File: config.mk
export PLATFORM = sky130hd
export DESIGN_NAME = traffic_ctrl_multi
export DESIGN_NICKNAME = d
export VERILOG_FILES = /design/src/rtl/traffic_pkg.sv /design/src/rtl/traffic_rr_pick.sv /design/src/rtl/traffic_ctrl_multi.sv
export SDC_FILE = /design/constraint.sdc
export NUM_CORES = 1
export LEC_CHECK = 0
export ABC_AREA = 1
export BUFFER_PORTS_ARGS = -buffer_cell sky130_fd_sc_hd__buf_2
export CAP_MARGIN = 40
export CORE_MARGIN = 1
export CORE_UTILIZATION = 30
export DETAILED_ROUTE_END_ITERATION = 8
export PLACE_DENSITY = 0.45
export SLEW_MARGIN = 20
export SYNTH_ARGS = -nofsm -noshare
export SYNTH_HDL_FRONTEND = slang
export SYNTH_SLANG_ARGS = --single-unit
File: constraint.sdc
create_clock -name clk -period 5 [get_ports clk]
set_clock_uncertainty 0.2 [all_clocks]
set_input_delay 1.25 -clock clk [delete_from_list [all_inputs] [get_ports clk]]
set_output_delay 1.25 -clock clk [all_outputs]
set_load 0.02 [all_outputs]
File: src/rtl/traffic_pkg.sv
// Shared lamp encoding and controller phase type for the multi-direction light controller.
package traffic_pkg;

    typedef enum logic [1:0] {
        GREEN  = 2'b00,
        YELLOW = 2'b01,
        RED    = 2'b10
    } light_t;

    typedef enum logic [1:0] {
        PH_GREEN   = 2'b00,
        PH_YELLOW  = 2'b01,
        PH_ALL_RED = 2'b10
    } phase_t;

endpackage

File: src/rtl/traffic_rr_pick.sv
// Combinational round-robin finder: first requesting index after cur, wrapping, never cur itself.
module traffic_rr_pick #(
    parameter int N_DIR = 3,
    localparam int DIR_W = $clog2(N_DIR)
) (
    input  logic [N_DIR-1:0] req,
    input  logic [DIR_W-1:0] cur,
    output logic [DIR_W-1:0] pick,
    output logic             found
);

    logic [DIR_W-1:0] idx;

    // Scan from the farthest candidate back to the nearest so the nearest hit wins.
    always_comb begin
        pick  = '0;
        found = 1'b0;
        idx   = '0;
        for (int k = N_DIR - 1; k >= 1; k--) begin
            idx = DIR_W'((int'(cur) + k) % N_DIR);
            if (req[idx]) begin
                pick  = idx;
                found = 1'b1;
            end
        end
    end

endmodule

File: src/rtl/traffic_ctrl_multi.sv
// N-direction light controller: bounded greens, YELLOW then ALL_RED on every change, round-robin
// among busy directions, emergency pre-emption. Moore outputs only.
module traffic_ctrl_multi
    import traffic_pkg::*;
#(
    parameter int N_DIR         = 3,
    parameter int MIN_GREEN_CYC = 4,
    parameter int MAX_GREEN_CYC = 8,
    parameter int YELLOW_CYC    = 2,
    parameter int ALL_RED_CYC   = 1,
    localparam int DIR_W        = $clog2(N_DIR)
) (
    input  logic                 clk,
    input  logic                 rst,
    input  logic [N_DIR-1:0]     traffic,
    input  logic                 emer_valid,
    input  logic [DIR_W-1:0]     emer_dir,
    output logic [2*N_DIR-1:0]   lights,
    output logic [DIR_W-1:0]     cur_dir,
    output logic                 switch_pulse
);

    localparam int CNT_TOP_A = (MAX_GREEN_CYC > YELLOW_CYC) ? MAX_GREEN_CYC : YELLOW_CYC;
    localparam int CNT_TOP   = (CNT_TOP_A > ALL_RED_CYC) ? CNT_TOP_A : ALL_RED_CYC;
    localparam int CNT_W     = (CNT_TOP < 2) ? 1 : $clog2(CNT_TOP);

    localparam logic [CNT_W-1:0] CNT_SAT = CNT_W'(CNT_TOP - 1);
    localparam logic [CNT_W-1:0] MIN_M1  = CNT_W'(MIN_GREEN_CYC - 1);
    localparam logic [CNT_W-1:0] MAX_M1  = CNT_W'(MAX_GREEN_CYC - 1);
    localparam logic [CNT_W-1:0] YEL_M1  = CNT_W'(YELLOW_CYC - 1);
    localparam logic [CNT_W-1:0] RED_M1  = CNT_W'(ALL_RED_CYC - 1);

    phase_t           phase;
    logic [CNT_W-1:0] cnt;
    logic [CNT_W-1:0] cnt_inc;
    logic [DIR_W-1:0] target;
    logic [DIR_W-1:0] pick;
    logic             found;
    logic             emer_ok;
    logic             emer_other;

    traffic_rr_pick #(.N_DIR(N_DIR)) u_pick (
        .req   (traffic),
        .cur   (cur_dir),
        .pick  (pick),
        .found (found)
    );

    // Out-of-range emergency directions are dropped here so nothing downstream sees them.
    assign emer_ok    = emer_valid && (int'(emer_dir) < N_DIR);
    assign emer_other = emer_ok && (emer_dir != cur_dir);
    assign cnt_inc    = (cnt == CNT_SAT) ? cnt : cnt + 1'b1;

    always_ff @(posedge clk) begin
        if (rst) begin
            phase        <= PH_GREEN;
            cnt          <= '0;
            cur_dir      <= '0;
            target       <= '0;
            switch_pulse <= 1'b0;
        end else begin
            switch_pulse <= 1'b0;
            case (phase)
                PH_GREEN: begin
                    if (emer_ok && !emer_other) begin
                        cnt <= cnt_inc;
                    end else if (emer_other) begin
                        target <= emer_dir;
                        phase  <= PH_YELLOW;
                        cnt    <= '0;
                    end else if (found && cnt >= MIN_M1 && (!traffic[cur_dir] || cnt >= MAX_M1)) begin
                        target <= pick;
                        phase  <= PH_YELLOW;
                        cnt    <= '0;
                    end else begin
                        cnt <= cnt_inc;
                    end
                end
                PH_YELLOW: begin
                    if (emer_other) target <= emer_dir;
                    if (cnt == YEL_M1) begin
                        phase <= PH_ALL_RED;
                        cnt   <= '0;
                    end else begin
                        cnt <= cnt_inc;
                    end
                end
                default: begin
                    if (emer_other) target <= emer_dir;
                    if (cnt == RED_M1) begin
                        phase        <= PH_GREEN;
                        cnt          <= '0;
                        cur_dir      <= target;
                        switch_pulse <= 1'b1;
                    end else begin
                        cnt <= cnt_inc;
                    end
                end
            endcase
        end
    end

    always_comb begin
        for (int i = 0; i < N_DIR; i++) begin
            lights[2*i +: 2] = RED;
            if (DIR_W'(i) == cur_dir) begin
                if (phase == PH_GREEN)       lights[2*i +: 2] = GREEN;
                else if (phase == PH_YELLOW) lights[2*i +: 2] = YELLOW;
            end
        end
    end

endmodule

==> impl_results.md <==
* Nets at 172
* Post-Syn Instances at 135
* CP Data Arrival Time at 1.41 ns
* Cts repair resizes at 0
* Most frequent cells in the layout: 42 x nand2_1, 22 x inv_1, 17 x nor2_1, 16 x buf_2, 11 x nand3_1
* WL met3 at 69 µm
* Post-synthesis sequential area ratio at 0.2439
* Peak supply drop at 0.0001530 V
* RSZ-0062 raised after global routing: no
* M1 WL at 1058 µm
* Final Hold Fails at 0
* Final Max Tran Viols at 0
* Routability cong. at 0.8631
* Total setup buffers inserted after CTS at 0
* Total Power at 0.0002654 W
* Gate power share at 0.412
* HPWL after DPL at 1593 µm
* Worst Path Max Fanout at 6
* H-tree depth at 1
* Synth Cell Area at 820.8 µm²
* Final worst-path cycle share at 0.5717
* Uppermost layer routed: met3
* Initial antenna violation count at 0
* Final WL at 1865 µm
* Num CTS Buffers at 3
* First-pass GRT wire length at 3084 µm
* TritonCTS clock tree: done
* Switching portion of total power at 0.4073
* Switch Pwr at 0.0001081 W
* Core Rows at 18
* CP Class: flop to primary output
* Share of power burned in registers at 0.378
* Area growth, synth to finish at 17.07%
* Final ANT Viol Nets at 0
* DRC at 0
* CP Data Required Time at 3.55 ns
* Max-slew headroom at 0.8201
* Commonest non-fill, non-tap cell in the layout: nand2_1
* Setup TNS at 0 ns
* Cts hold-fix bufs at 0
* Share of post-route cells with drive strength above 1 at 0.1883
* Fillers at 302
* Power share of the clock group at 0.211
* Avg Inst Size Synth at 6.080 µm²
* Worst Setup End Kind: primary output
* Vias in the first global route at 734
* I/O Buffers at 16
* Clock tree root driver cell: clkbuf_4
* Yosys cell types at 17
* HP Class: flop to flop
* Die Area at 2949 µm²
* Post-Syn Nets at 151
* Overall Global Routing Usage at 0.1472
* Die H at 54.31 µm
* Worst-Skew Late Latency at 0.27 ns
* Wirelength per Cell at 10.14 µm
* CTS Sinks at 10
* Final Critical Period at 2.858 ns
* Synth warn at 0
* Internal at 0.0001573 W
* Final setup fails at 0
* Antenna cells at 0
* CTS clk-pin slew, worst paths at 0.07 ns
* Core Region at 2522 µm²
* Final Util at 0.3810
* Vias per cell at 4.386
* FF-to-FF setup slack at 2.86 ns
* Chip width at 54.31 µm
* Static leakage at 0.5108 nW
* PD cells at 276.2 nW/µm²
* Slew @ Worst Pin at 0.2689 ns
* FMAX at 349.8 MHz
* Max Root-Sink Buffers at 2
* Run status: finished clean
* Via count at 807
* Initial Utilization at 0.3254
* # Max-Cap Violations at 0
* Yosys reg bits at 10
* Top Ports at 17
* CP startpoint kind: flop
* Largest net degree at the start of global routing at 8
* Met2 wire length at 738 µm
* 1st-iter DRT viols at 13
* GRT Residual Overflow at 0
* DR pass1 iterations at 4
-- kinds of logic (layout without fill, tap and decap cells) --
| group | after synthesis | in the layout | synth area share |
|---|---|---|---|
| AOI/OAI and AO/OA | 13 | 13 | 0.08689 |
| xor gates and xnor gates | 3 | 3 | 0.03202 |
| adders and majority gates | 8 | 8 | 0.1220 |
| buffers and inverters | 23 | 42 | 0.1052 |
| DFF | 10 | 10 | 0.2439 |
| and+or+nand+nor | 78 | 78 | 0.4101 |
-- final timing paths --
kind / start / to / cells past startpoint
hold / removal: target[0]$_SDFFE_PP0P_ / cur_dir[0]$_SDFFE_PP0P_ / 2
hold reg to reg: target[0]$_SDFFE_PP0P_ / cur_dir[0]$_SDFFE_PP0P_ / 2
setup / recovery: cur_dir[0]$_SDFFE_PP0P_ / lights[0] / 5
setup reg to reg: cur_dir[0]$_SDFFE_PP0P_ / cnt[2]$_SDFF_PP0_ / 11
-- worst max-delay path, cell delays in order, from the launching register on --
cell and delay [ns]:
dfxtp_1 0.46, inv_1 0.18, ha_1 0.24, nand2_1 0.08, nor2_1 0.04, buf_2 0.15
-- flip-flops by register name, summed over array words and instances (netlist names) --
signal        count
phase             2
cur_dir           2
cnt               3
target            2
switch_pulse      1
-- power by group through the flow --
stage	Combinational [W]	Clock, W	Sequential, W
after CTS	0.000111	0.0000584	0.000100
after floorplan	0.0000852	0	0.000100
after global routing	0.000130	0.0000611	0.000102
final	0.000109	0.0000559	0.000100
after global placement	0.000111	0	0.000102
after detailed placement	0.000110	0	0.000102
-- routing by layer --
metal / vias to the layer above / track usage
met5: - / 0
met4: 0 / 0.02564
met3: 0 / 0.05000
met2: 14 / 0.2175
met1: 339 / 0.2066
li1: 454 / -
-- Yosys cell counts --
| cell | number | area share |
|---|---|---|
| inv_1 | 22 | 0.10 |
| dfxtp_1 | 10 | 0.24 |
| xnor2_1 | 2 | 0.021 |
| a21oi_1 | 5 | 0.030 |
| nand3_1 | 11 | 0.067 |
| inv_2 | 1 | 0.0046 |
| nand2_2 | 5 | 0.038 |
| nand2_1 | 42 | 0.19 |
| xor2_1 | 1 | 0.011 |
| nand3_2 | 1 | 0.012 |
| a21oi_2 | 1 | 0.011 |
| nor2_2 | 1 | 0.0076 |
| nand4_2 | 1 | 0.015 |
| ha_1 | 8 | 0.12 |
| nor2_1 | 17 | 0.078 |
| o211ai_1 | 1 | 0.0091 |
| o21ai_0 | 6 | 0.037 |
-- through the flow --
step           instances  hold slack (ns)  cell area (µm²)  setup slack (ns)
3_5_place_dp         181           0.2775            938.4             2.432
4_1_cts              184           0.2893            960.9             2.132
6_report             184           0.2928            960.9             2.142
3_3_place_gp         181           0.2720            938.4             2.426
5_1_grt              184           0.2979            960.9             2.054
2_1_floorplan        135           0.2289            820.8             2.340
-- area by class of cell --
| class | instances | area (µm²) | area share |
|---|---|---|---|
| flip-flops and latches | 10 | 200.2 | 0.2083 |
| repair buffers | 16 | 80.08 | 0.08333 |
| multi-input cells | 102 | 534.3 | 0.5560 |
| inverters | 23 | 86.33 | 0.08984 |
| well taps | 30 | 37.54 | 0.03906 |
| clock buffers | 3 | 22.52 | 0.02344 |
Note: power is estimated with default switching activity, not from simulation.
